`src/rtl/jtopl_wrseq.sv`:
```
// Host-side write sequencer for the OPL CPU port. (reg, val) commands pass through a small FIFO.
// Each command plays out as an address strobe, a wait, a data strobe and a second wait.
// Optional feature macro JTOPL_WRSEQ_SKIP_EN drops commands that would rewrite an identical value.
module jtopl_wrseq #(
  parameter int DEPTH     = 4,
  parameter int ADDR_WAIT = 12,
  parameter int DATA_WAIT = 84,
  parameter int CNTW      = 7
) (
  input  logic       clk,
  input  logic       rst_n,
  input  logic       cen,
  input  logic       cmd_valid,
  output logic       cmd_ready,
  input  logic [7:0] cmd_reg,
  input  logic [7:0] cmd_val,
  output logic       busy,
  output logic [7:0] opl_din,
  output logic       opl_addr,
  output logic       opl_cs_n,
  output logic       opl_wr_n
);

  localparam int AW = $clog2(DEPTH);

  typedef enum logic [2:0] {S_IDLE, S_ADR, S_AWAIT, S_DAT, S_DWAIT} state_t;
  typedef struct packed {
    logic [7:0] rg;
    logic [7:0] val;
  } cmd_t;

  cmd_t            mem [DEPTH];
  logic [AW:0]     wr_ptr, rd_ptr;
  logic            empty, full, push, pop, skip;
  cmd_t            head;
  state_t          state;
  logic [CNTW-1:0] cnt;
  logic [7:0]      cur_val;

  // The extra wrap bit separates full from empty when the index bits match.
  assign empty     = (wr_ptr == rd_ptr);
  assign full      = (wr_ptr[AW] != rd_ptr[AW]) && (wr_ptr[AW-1:0] == rd_ptr[AW-1:0]);
  assign cmd_ready = !full;
  assign push      = cmd_valid && !full;
  assign head      = mem[rd_ptr[AW-1:0]];
  assign pop       = cen && (state == S_IDLE) && !empty;
  assign busy      = !empty || (state != S_IDLE);

  // NOTE: the storage array has no reset; the pointers alone decide which entries are live.
  always_ff @(posedge clk) begin
    if (push) mem[wr_ptr[AW-1:0]] <= {cmd_reg, cmd_val};
  end

  always_ff @(posedge clk) begin
    if (!rst_n) begin
      wr_ptr <= '0;
      rd_ptr <= '0;
    end else begin
      if (push) wr_ptr <= wr_ptr + (AW+1)'(1);
      if (pop)  rd_ptr <= rd_ptr + (AW+1)'(1);
    end
  end

`ifdef JTOPL_WRSEQ_SKIP_EN
  logic [7:0]   shadow_mem [256];
  logic [255:0] shadow_vld;
  logic [7:0]   cur_reg;
  logic         dat_entry;

  assign dat_entry = cen && (state == S_AWAIT) && (cnt == '0);
  assign skip      = shadow_vld[head.rg] && (shadow_mem[head.rg] == head.val) && (head.rg >= 8'h10);

  // Shadow data is only trusted where its valid bit is set, so clearing the bits empties it.
  always_ff @(posedge clk) begin
    if (dat_entry) shadow_mem[cur_reg] <= cur_val;
  end

  always_ff @(posedge clk) begin
    if (!rst_n) begin
      shadow_vld <= '0;
      cur_reg    <= '0;
    end else begin
      if (dat_entry) shadow_vld[cur_reg] <= 1'b1;
      if (pop)       cur_reg <= head.rg;
    end
  end
`else
  assign skip = 1'b0;
`endif

  // Strobe outputs are set on the transition into ADR/DAT, so they are already registered.
  always_ff @(posedge clk) begin
    if (!rst_n) begin
      state    <= S_IDLE;
      cnt      <= '0;
      cur_val  <= '0;
      opl_cs_n <= 1'b1;
      opl_wr_n <= 1'b1;
      opl_addr <= 1'b0;
      opl_din  <= '0;
    end else if (cen) begin
      opl_cs_n <= 1'b1;
      opl_wr_n <= 1'b1;
      case (state)
        S_IDLE: begin
          if (!empty && !skip) begin
            cur_val  <= head.val;
            state    <= S_ADR;
            opl_cs_n <= 1'b0;
            opl_wr_n <= 1'b0;
            opl_addr <= 1'b0;
            opl_din  <= head.rg;
          end
        end
        S_ADR: begin
          cnt   <= CNTW'(ADDR_WAIT - 1);
          state <= S_AWAIT;
        end
        S_AWAIT: begin
          if (cnt == '0) begin
            state    <= S_DAT;
            opl_cs_n <= 1'b0;
            opl_wr_n <= 1'b0;
            opl_addr <= 1'b1;
            opl_din  <= cur_val;
          end else begin
            cnt <= cnt - CNTW'(1);
          end
        end
        S_DAT: begin
          cnt   <= CNTW'(DATA_WAIT - 1);
          state <= S_DWAIT;
        end
        S_DWAIT: begin
          if (cnt == '0) state <= S_IDLE;
          else           cnt   <= cnt - CNTW'(1);
        end
        default: state <= S_IDLE;
      endcase
    end
  end

endmodule
```
`config.mk`:
```
export PLATFORM = sky130hd
export DESIGN_NAME = jtopl_wrseq
export DESIGN_NICKNAME = d
export VERILOG_FILES = /design/src/rtl/jtopl_wrseq.sv
export SDC_FILE = /design/constraint.sdc
export NUM_CORES = 1
export LEC_CHECK = 0
export CAP_MARGIN = 20
export CORE_MARGIN = 2
export CORE_UTILIZATION = 50
export DETAILED_ROUTE_END_ITERATION = 7
export GPL_TIMING_DRIVEN = 1
export PLACE_DENSITY_LB_ADDON = 0.1
export SLEW_MARGIN = 0
export SYNTH_ARGS = -nofsm -noshare
export SYNTH_HDL_FRONTEND = slang
export SYNTH_SLANG_ARGS = --single-unit
```
`constraint.sdc`:
```
create_clock -name clk -period 3.9 [get_ports clk]
set_input_delay 0.585 -clock clk [delete_from_list [all_inputs] [get_ports clk]]
set_output_delay 0.585 -clock clk [all_outputs]
set_load 0.02 [all_outputs]
```
==> flow_summary.ini <==
[run_status]
status = completed

[global_routing]
antenna_found_initial = 0
grt_pass1_wl_um = 11900
grt_pass1_vias = 2342
globalRoute.totalOverflow = 0
grt_use_total_pct = 17.8
grt_start_max_net_pins = 21

[place]
place_ws_ns = 1.05
dp_hpwl_um = 4890
port_buffers = 32
placed_cell_area_sq_um = 4530
finalWeightedCongestion = 0.833

[setup_path]
worst-path-max-fanout = 5
worstSetupStartpointType = register
critPathLaunch = wr_ptr[0]
r2r_start = wr_ptr[0]
path_class = register to output port
worst_r2r_path_depth = 3
cp-endpoint = busy
critPathRequiredTime_ns = 3.31
arrival_ns = 1.98
r2r_setup_slack_ns = 1.62
r2r_end = mem[1][10]
crit_path_end_kind = output port

[clocking]
post-cts-setup-buffer-count = 0
hold_buffers = 0
cts_tree = built
ctsResizeCount = 0
cts_buffers = 9
clock_path_buffers = 2
cts_num_sinks = 100
clk_latency_ns = 0.37
clockRootBuffer = clkbuf_8
clk_pin_slew_ns = 0.10
cts_htree_levels = 3

[timing]
finalCritPeriodShare_pct = 65.8
slew_headroom_pct = 38.4
setup-tns-final_ns = 0
hold_viol_final = 0
period_minus_slack_ns = 2.57
report.final.slew_viol_count = 0
finalClockSkew_ns = 0.0103
finalSetupViolCount = 0
timing.hold.ws_ns = 0.512
worst_slew_pin_slew_ns = 0.924
rsz0062_at_grt = false
fin_ws_ns = 1.33
fmax_ghz = 0.389

[routing]
vias = 2374
drc = 0
antenna_left = 0
first_iter_violations = 153
wirelength_um = 7370
first_pass_iters = 4
viasPerCell = 5.65
detail_route.wl_per_cell_um = 17.5

[pwr]
p_sw_uw = 809
p_per_area_nw_per_um2 = 555
p_comb_share_pct = 25.3
swShare_pct = 30.9
power_uw = 2620
p_int_uw = 1810
power.leakage_uw = 0.00164
p_clk_share_pct = 24.0
max-vdd-ir-drop_v = 0.000292
pwr-share-seq_pct = 50.7

[synth]
synth_edf_count = 64
ys_seq_elements = 100
synthesis.nets = 308
synthDistinctLibCells = 53
netlist_area_sq_um = 4140
synthArstFlopShare_pct = 0
synth_warnings = 0
ys_seq_area_share_pct = 63.8
postSynthAreaPerCell_sq_um = 14.7
synth_cells = 281
synth_ff_type = edfxtp_1

[layout]
final_cell_area_sq_um = 4720
final_common_cell = edfxtp_1
fillers = 639
nets = 337
final_cell_mix = edfxtp_1 (64), dfxtp_1 (36), clkdlybuf4s50_1 (32)
drive_above_1_share_pct = 13.0
antenna_cells = 0
area_growth_pct = 13.8

[die]
start_util_pct = 50.9
chipWidth_um = 95.0
rows = 33
dieArea_sq_um = 9030
core_area_sq_um = 8130
io_pins = 33
dieHeight_um = 95.0

[job]
cap_violations = 0

[worst_hold_path]
hp-class = register to register
[critical path, stage by stage (launching register included)]
cell	delay, ns
dfxtp_1	0.45
xor2_1	0.33
nor2_1	0.11
nand3_1	0.11
clkdlybuf4s50_1	0.60
[flip-flops by register name, summed over array words and instances, names as in the netlist, named ones only]
signal,count
rd_ptr,3
opl_din,8
cnt,7
state,3
opl_addr,1
mem,64
wr_ptr,3
cur_val,8
opl_wr_n,1
[cell usage after synthesis, types with 2 or more instances]
cell | number | area, sq um
and2_1 | 5 | 31.3
buf_2 | 6 | 30.0
a2111o_1 | 2 | 22.5
xor2_1 | 3 | 26.3
nor2_1 | 20 | 75.1
a32o_1 | 2 | 20.0
xnor2_1 | 5 | 43.8
mux4_2 | 16 | 360
nand3b_1 | 2 | 15.0
ha_1 | 7 | 87.6
edfxtp_1 | 64 | 1920
dfxtp_1 | 36 | 721
nand3_1 | 5 | 25.0
nor2b_1 | 2 | 12.5
nor3b_1 | 2 | 15.0
nor3_1 | 4 | 20.0
o21ai_0 | 4 | 20.0
a21oi_1 | 12 | 60.1
a22o_1 | 2 | 17.5
inv_1 | 9 | 33.8
mux2i_1 | 18 | 180
a31oi_1 | 2 | 12.5
nand2_1 | 5 | 18.8
o31ai_1 | 10 | 75.1
clkbuf_1 | 6 | 22.5
buf_4 | 3 | 22.5
o31a_1 | 2 | 17.5
or3_1 | 2 | 12.5
[routing by layer]
| layer | vias up | global-route usage (%) | share of wire [%] |
|---|---|---|---|
| li1 | 1136 | - | - |
| met1 | 1183 | 23.7 | 46 |
| met2 | 43 | 29.0 | 49 |
| met3 | 12 | 3.08 | 3.1 |
| met4 | 0 | 7.85 | 2.0 |
| met5 | - | 0 | 0 |
[final cells by class]
cell class	count	area, sq um	share of cell area (%)
Inverter	9	33.8	0.716
Sequential cell	100	2640	56.0
Multi-Input combinational cell	155	1380	29.2
Clock inverter	7	65.1	1.38
Clock buffer	9	124	2.63
Tap cell	105	131	2.79
Timing Repair Buffer	35	343	7.27
[worst min-delay path by stage]
stage,start,to,cells after the start
floorplan,cur_val[0],cur_val[0],2
global placement,cur_val[5],cur_val[5],2
detailed placement,cur_val[3],cur_val[3],2
CTS,cur_val[3],cur_val[3],2
global route,cur_val[3],cur_val[3],2
finish,cur_val[7],cur_val[7],2
[per-stage QoR]
step                cells  utilization (%)
floorplan             281                -
global placement      404             55.7
detailed placement    404             55.7
CTS                   420             58.0
global route          420             58.0
finish                420             58.0
[power by group through the flow]
stage	Sequential (uW)	Combinational (uW)	Clock, uW
global route	1340	726	680
global placement	1350	662	0
finish	1330	662	629
CTS	1330	670	643
detailed placement	1350	667	0
floorplan	1350	462	0
[cells by family (layout without fill, tap and decap cells)]
| group | Yosys count | after routing | share of synthesized area (%) |
|---|---|---|---|
| compound gates | 47 | 47 | 8.30 |
| xor+xnor | 8 | 8 | 1.69 |
| fa+ha+maj | 7 | 7 | 2.11 |
| buf+inv | 26 | 60 | 2.99 |
| flops | 100 | 100 | 63.8 |
| mux | 34 | 34 | 13.0 |
| simple gates | 59 | 59 | 8.09 |
No activity file was read; power rests on OpenSTA's default activity.
